--- config.mk ---
export PLATFORM = sky130hd
export DESIGN_NAME = instruction_fetch_unit
export DESIGN_NICKNAME = d
export VERILOG_FILES = /design/src/rtl/instruction_fetch_unit.sv
export SDC_FILE = /design/constraint.sdc
export NUM_CORES = 1
export LEC_CHECK = 0
export CORE_MARGIN = 2
export CORE_UTILIZATION = 45
export DETAILED_ROUTE_END_ITERATION = 8
export GPL_TIMING_DRIVEN = 1
export PLACE_DENSITY = 0.82
export SETUP_SLACK_MARGIN = 0.3
export SYNTH_ARGS = -nofsm -noshare
export SYNTH_HDL_FRONTEND = slang
export SYNTH_SLANG_ARGS = --single-unit
--- constraint.sdc ---
create_clock -name Clk -period 1.8 [get_ports Clk]
set_input_delay 0.18 -clock Clk [delete_from_list [all_inputs] [get_ports Clk]]
set_output_delay 0.18 -clock Clk [all_outputs]
set_load 0.005 [all_outputs]
--- src/rtl/instruction_fetch_unit.sv ---
// Instruction fetch unit: holds the fetch PC, requests 32-bit words from
// instruction memory over a req/ack handshake, buffers one instruction in
// the IR for the decode controller, applies branch redirects and flags a
// sticky error when memory fails to answer within MAX_WAIT cycles.
//
// Ports
//   Clk, Rst_n        clock, asynchronous active-low reset
//   IMem_Req/Addr     fetch request and word address (held until Ack)
//   IMem_Ack/Data     memory response and instruction word
//   Instr_Valid/Ready IR handshake toward the controller
//   Instruction       IR contents; Opcode = [31:26], Func = [5:0]
//   PC_Out, PC_Plus4  address of the IR instruction and that address + 4
//   Redirect/Target   branch redirect from execute
//   Fetch_Err         sticky memory-timeout flag
module instruction_fetch_unit #(
    parameter logic [31:0] RESET_PC = 32'h0000_0000,
    parameter int unsigned MAX_WAIT = 15
) (
    input  logic        Clk,
    input  logic        Rst_n,
    output logic        IMem_Req,
    output logic [31:0] IMem_Addr,
    input  logic        IMem_Ack,
    input  logic [31:0] IMem_Data,
    output logic        Instr_Valid,
    input  logic        Instr_Ready,
    output logic [31:0] Instruction,
    output logic [5:0]  Opcode,
    output logic [5:0]  Func,
    output logic [31:0] PC_Out,
    output logic [31:0] PC_Plus4,
    input  logic        Redirect,
    input  logic [31:0] Redirect_Target,
    output logic        Fetch_Err
);

    localparam int unsigned WAIT_W = 8;
    localparam logic [WAIT_W-1:0] WAIT_LIMIT = WAIT_W'(MAX_WAIT);

    typedef enum logic [2:0] {
        S_IDLE,
        S_FETCH,
        S_HOLD,
        S_DRAIN,
        S_ERR
    } state_e;

    state_e              state_q, state_d;
    logic [31:0]         pc_q, pc_d;
    logic                req_q, req_d;
    logic [31:0]         addr_q, addr_d;
    logic                valid_q, valid_d;
    logic [31:0]         ir_q, ir_d;
    logic [31:0]         pc_out_q, pc_out_d;
    logic [31:0]         pc_plus4_q, pc_plus4_d;
    logic                err_q, err_d;
    logic [WAIT_W-1:0]   wait_q, wait_d;

    logic [31:0]         target;
    logic [31:0]         pc_sel;
    logic [WAIT_W-1:0]   wait_inc;

    // Targets are forced word-aligned; pc_sel is the PC after this cycle's redirect.
    assign target   = Redirect_Target & 32'hFFFF_FFFC;
    assign pc_sel   = Redirect ? target : pc_q;
    assign wait_inc = wait_q + WAIT_W'(1);

    // State and datapath registers
    always_ff @(posedge Clk or negedge Rst_n) begin
        if (!Rst_n) begin
            state_q    <= S_IDLE;
            pc_q       <= RESET_PC;
            req_q      <= 1'b0;
            addr_q     <= RESET_PC;
            valid_q    <= 1'b0;
            ir_q       <= 32'h0;
            pc_out_q   <= RESET_PC;
            pc_plus4_q <= RESET_PC + 32'd4;
            err_q      <= 1'b0;
            wait_q     <= '0;
        end else begin
            state_q    <= state_d;
            pc_q       <= pc_d;
            req_q      <= req_d;
            addr_q     <= addr_d;
            valid_q    <= valid_d;
            ir_q       <= ir_d;
            pc_out_q   <= pc_out_d;
            pc_plus4_q <= pc_plus4_d;
            err_q      <= err_d;
            wait_q     <= wait_d;
        end
    end

    // Next-state and datapath logic
    always_comb begin
        state_d    = state_q;
        pc_d       = pc_q;
        req_d      = req_q;
        addr_d     = addr_q;
        valid_d    = valid_q;
        ir_d       = ir_q;
        pc_out_d   = pc_out_q;
        pc_plus4_d = pc_plus4_q;
        err_d      = err_q;
        wait_d     = wait_q;

        case (state_q)
            S_IDLE: begin
                state_d = S_FETCH;
                req_d   = 1'b1;
                addr_d  = pc_q;
                wait_d  = '0;
            end

            S_FETCH: begin
                if (IMem_Ack) begin
                    wait_d = '0;
                    if (Redirect) begin
                        // Drop the returned word and re-request at the target.
                        pc_d   = target;
                        addr_d = target;
                    end else begin
                        ir_d       = IMem_Data;
                        pc_out_d   = pc_q;
                        pc_plus4_d = pc_q + 32'd4;
                        // Sequential PC is staged now so a redirect in HOLD can override it.
                        pc_d       = pc_q + 32'd4;
                        valid_d    = 1'b1;
                        req_d      = 1'b0;
                        state_d    = S_HOLD;
                    end
                end else if (Redirect) begin
                    pc_d    = target;
                    wait_d  = '0;
                    state_d = S_DRAIN;
                end else begin
                    wait_d = wait_inc;
                    if (wait_inc == WAIT_LIMIT) begin
                        req_d   = 1'b0;
                        err_d   = 1'b1;
                        state_d = S_ERR;
                    end
                end
            end

            S_DRAIN: begin
                // Old request stays up until memory answers; the latest redirect wins.
                pc_d = pc_sel;
                if (IMem_Ack) begin
                    wait_d  = '0;
                    addr_d  = pc_sel;
                    state_d = S_FETCH;
                end else begin
                    wait_d = wait_inc;
                    if (wait_inc == WAIT_LIMIT) begin
                        req_d   = 1'b0;
                        err_d   = 1'b1;
                        state_d = S_ERR;
                    end
                end
            end

            S_HOLD: begin
                if (Instr_Ready) begin
                    valid_d = 1'b0;
                    pc_d    = pc_sel;
                    addr_d  = pc_sel;
                    req_d   = 1'b1;
                    wait_d  = '0;
                    state_d = S_FETCH;
                end else if (Redirect) begin
                    pc_d = target;
                end
            end

            S_ERR: begin
                req_d   = 1'b0;
                valid_d = 1'b0;
                err_d   = 1'b1;
            end

            default: begin
                state_d = S_IDLE;
            end
        endcase
    end

    assign IMem_Req    = req_q;
    assign IMem_Addr   = addr_q;
    assign Instr_Valid = valid_q;
    assign Instruction = ir_q;
    assign Opcode      = ir_q[31:26];
    assign Func        = ir_q[5:0];
    assign PC_Out      = pc_out_q;
    assign PC_Plus4    = pc_plus4_q;
    assign Fetch_Err   = err_q;

endmodule

==> results of run 1 <==
-- kinds of logic after synthesis --
| logic type | count (synthesis) | synth area share [%] |
|---|---|---|
| mux | 29 | 3.42 |
| flops | 172 | 50.5 |
| xor+xnor | 33 | 3.39 |
| compound gates | 199 | 14.2 |
| buf+inv | 103 | 5.71 |
| fa+ha+maj | 3 | 0.440 |
| simple gates | 418 | 22.3 |
-- per-layer routing --
metal,GRT usage (%),overflow
met5,18.5,0
met4,68.2,4
met3,61.6,0
met2,86.1,0
met1,68.6,0
-- per-stage QoR --
stage / setup WS [ns] / util (%) / std cells
after floorplan: -0.0668 / - / 957
after global placement: -0.155 / 62.4 / 1413
after detailed placement: -0.246 / 62.4 / 1413
after CTS: -0.0614 / 80.3 / 1568
-- Yosys cell counts, drive strengths merged (17+ instances only) --
master  number  area share [%]
a21oi       64             3.8
a22o        22             2.3
buf         39             2.9
clkbuf      55             2.4
dfrtp      171              50
mux2i       28             3.3
nand2      261              11
nand3       19             1.2
nor2        59             2.6
nor3        17             1.1
o21ai       66             4.0
xnor2       20             2.1
-- repair_timing --
item	4_1_cts
hold endpoints to repair	48
gates cloned	33
setup buffers	89
hold buffers	1
setup endpoints to repair	234
pin swaps	196
resized for setup	407
==> flow_summary.ini, run 1 <==
[outcome]
outcome = stopped before the end
haltStage = global routing
error = [ERROR GRT-0232] Routing congestion too high. Check the congestion heatmap in the GUI.

[placement]
io_buffers = 209
hpwl_um = 19300
place_area_um2 = 11600
gp_congestion = 0.932

[logic_synthesis]
synth-edff-count = 0
yosysUniqueCellTypes = 64
netlist_instances = 957
synth_flop_cell = dfrtp_1
synth-seq-cells = 172
synthArstFlopShare_pct = 100
synth_warnings = 0
synth.avg_cell_area_um2 = 8.91
ys_seq_area_share_pct = 50.5
synth_area_um2 = 8530
synth_nets = 1029

[clock_network]
cts_root_buf = clkbuf_16
cts.sinks = 172
htreeDepth = 4
cts_buffer_depth = 2
cts_buffers = 17

[die]
die_h_um = 142
io_pins = 212
rows = 50
die_x_um = 142
start_util_pct = 45.7

[global_routing]
overflow = 4
grt_max_degree = 54
grt.total_usage_pct = 70.6

[timing]
postGrtWorstEndpoint = pc_q[19]$_DFFE_PN0N_/D
worstEndpointType = register input
==> run 2, diff against run 1 <==
--- a/config.mk
+++ b/config.mk
@@ -6,11 +6,10 @@
 export NUM_CORES = 1
 export LEC_CHECK = 0
 export CORE_MARGIN = 2
-export CORE_UTILIZATION = 45
+export CORE_UTILIZATION = 35
 export DETAILED_ROUTE_END_ITERATION = 8
 export GPL_TIMING_DRIVEN = 1
-export PLACE_DENSITY = 0.82
-export SETUP_SLACK_MARGIN = 0.3
+export PLACE_DENSITY_LB_ADDON = 0.15
 export SYNTH_ARGS = -nofsm -noshare
 export SYNTH_HDL_FRONTEND = slang
 export SYNTH_SLANG_ARGS = --single-unit
==> constraint.sdc (replaced) <==
create_clock -name Clk -period 2.3 [get_ports Clk]
set_input_delay 0.23 -clock Clk [delete_from_list [all_inputs] [get_ports Clk]]
set_output_delay 0.23 -clock Clk [all_outputs]
set_load 0.005 [all_outputs]
==> run 2 against run 1 <==
The run now ends clean. Synthesized area stayed put. Synthesized cell count stayed put.
==> flow_summary.ini, run 2 <==
[outcome]
outcome = finished, final reports clean

[route]
drt_iter0_drc = 552
dr_total_vias = 7489
drt-total-wl_um = 26200
wire_per_inst_um = 17.5
ant_nets = 0
first_pass_iters = 5
drc = 0
viasPerCell = 5.01

[global_routing]
grt_max_degree = 67
overflow = 0
grt_pass1_wl_um = 41900
grt.total_usage_pct = 20.7
grt_pass1_vias = 7209
antenna_found_initial = 0

[timing]
holdWs_ns = 0.313
max_freq_mhz = 470
finalSetupTns_ns = 0
min_period_ns = 2.13
timing.slew.headroom_pct = 53.0
finalSetupViolCount = 0
timing.final.crit_share_pct = 92.5
worst_pin_slew_ns = 0.703
fin_skew_ns = 0.00816
drv_slew = 0
hold_viol_final = 0
grt_setup_unrepaired = no

[die]
rows = 57
die_x_um = 160
coreArea_um2 = 24100
start_util_pct = 35.4
die_h_um = 160
io_pins = 212
dieArea_um2 = 25600

[logic_synthesis]
synth_warnings = 0
yosysUniqueCellTypes = 64
muxShareOfSynthArea_pct = 3.42
yosys.area_share.simple_pct = 22.3
synth.avg_cell_area_um2 = 8.91
synth_flop_cell = dfrtp_1
synth_top_area_share_pct = 50.2
synth_compound_area_share_pct = 14.2
synth_top_family_by_area = simple AND/OR/NAND/NOR gates
synthArstFlopShare_pct = 100
synth_most_common_cell = nand2_1
synth-edff-count = 0
synth_area_um2 = 8530
synth_xor_area_share_pct = 3.39
synth_area_leaders = dfrtp_1 (50%), nand2_1 (11%), a21oi_1 (3.7%)
netlist_instances = 957
ys_seq_area_share_pct = 50.5
synth_nets = 1029
synth-seq-cells = 172
synth_adder_area_share_pct = 0.440
synth.largest_area_cell = dfrtp_1
synth_commonest_cells = nand2_1 (261), dfrtp_1 (171), a21oi_1 (63)

[setup_path]
reg2reg_slack_ns = 0.17
critPathKind = reg2reg
rr_worst_depth = 6
critical_path_arrival_ns = 2.50
end_kind = register
reg2reg_to = pc_q[24]$_DFFE_PN0N_
critPathMaxFanout = 10
worstSetupPathDepth = 6
worstReg2RegStart = pc_q[19]$_DFFE_PN0N_
critPathSlowestCell = dfrtp_1
crit_buf_inv = 1
start_kind = register
crit_required_ns = 2.67
max_stage_delay_ns = 0.47
path_cells = and4_1, nand4_2, nor4_2, buf_4, mux2i_1, o221a_2
path_delay_family = simple AND/OR/NAND/NOR gates

[min_path]
hp-start = IMem_Data[10]
worstHoldPathCells = 3
hold_end = Instruction[10]$_DFFE_PN0P_
hold_class = in2reg

[power_and_ir_drop]
peakVddDrop_mv = 0.619
p_sw_uw = 5830
comb_power_share_pct = 46.8
swShare_pct = 37.8
p_leak_uw = 0.00522
clock_power_share_pct = 18.6
powerDensity_nw_per_um2 = 1310
internal-power_uw = 9590
p_seq_share_pct = 34.5

[run]
maxCapViolCount = 0

[clock_network]
cts_root_buf = clkbuf_16
worstSkewPairLatency_ns = 0.44
htreeDepth = 4
cts_buffers = 17
cts.sinks = 172
postCtsSetupBuffers = 0
cts_tree = yes
cts.clk_slew.worst_paths_ns = 0.08
cts_buffer_depth = 2

[placement]
gp_congestion = 0.883
hpwl_um = 19200
io_buffers = 209

[layout]
final_cell_mix = nand2_1 (260), clkdlybuf4s50_1 (208), dfrtp_1 (170), a21oi_1 (62), nor2_1 (58)
layout-drive-gt1-share_pct = 10.9
antenna_cells = 0
final_common_cell = nand2_1
area_growth_pct = 38.3
n_fill_cell = 2364
num-nets-final = 1229
==> run 2: cell counts after synthesis <==
No cell type changed its count.
==> run 2: tightest hold or removal path: stages <==
cell             delay (ns)
clkdlybuf4s50_1        0.40
nand2_1                0.05
nand2_1                0.04
==> run 2: per-layer routing <==
metal	up-vias	global-route usage [%]	routed length, µm
li1	3630	-	-
met1	3570	30.9	12800
met2	261	30.2	11200
met3	28	4.60	1640
met4	0	6.06	457
met5	-	0	0
==> run 2: how the worst max path moves through the flow <==
stage / startpoint / to / slack (ns)
CTS: pc_q[19]$_DFFE_PN0N_ / pc_q[24]$_DFFE_PN0N_ / 0.10
floorplan: pc_q[2]$_DFFE_PN0N_ / pc_q[31]$_DFFE_PN0N_ / 0.36
global route: pc_q[7]$_DFFE_PN0N_ / pc_q[23]$_DFFE_PN0N_ / 0.02
detailed placement: Redirect / IMem_Addr[30]$_DFFE_PN0P_ / 0.07
finish: pc_q[19]$_DFFE_PN0N_ / pc_q[24]$_DFFE_PN0N_ / 0.17
global placement: Redirect / IMem_Addr[28]$_DFFE_PN0P_ / 0.12
==> run 2: cells by family (layout without fill, tap and decap cells) <==
group / Yosys count / count (layout)
mux: 29 / 29
buf+inv: 103 / 316
simple gates: 418 / 418
fa+ha+maj: 3 / 3
compound gates: 199 / 199
flops: 172 / 172
xor+xnor: 33 / 33
==> run 2: repair_timing <==
action	4_1_cts	5_1_grt
gates resized for setup	0	3
setup endpoints to repair	0	2
hold buffers	1	0
endpoints found under the hold margin	50	0
==> run 2: through the flow <==
stage / instances / total power [µW] / cell area (µm²) / worst slack, ns / util [%]
5_1_grt: 1494 / 16500 / 11800 / 0.0204 / 48.9
6_report: 1494 / 15400 / 11800 / 0.173 / 48.9
3_3_place_gp: 1461 / 12500 / 11200 / 0.116 / 46.4
2_1_floorplan: 957 / 8630 / 8530 / 0.360 / -
3_5_place_dp: 1461 / 12600 / 11200 / 0.0738 / 46.4
4_1_cts: 1494 / 15500 / 11800 / 0.105 / 48.9
==> run 2: final cells by class <==
cell class	instances	area [µm²]	area share, %
flip-flops and latches	172	4310	36.5
multi-input cells	682	3770	32.0
repair buffers	275	2690	22.8
clock buffers	17	425	3.61
well taps	324	405	3.44
clock inverters	15	156	1.33
inverters	9	33.8	0.286
==> run 2: power groups by stage <==
stage	Clock (µW)	Sequential, µW	Combinational, µW
floorplan	0	5150	3490
global placement	0	5320	7170
detailed placement	0	5370	7260
CTS	2930	5330	7280
global route	3060	5510	7900
finish	2870	5320	7220
No activity file was read; power rests on OpenSTA's default activity.
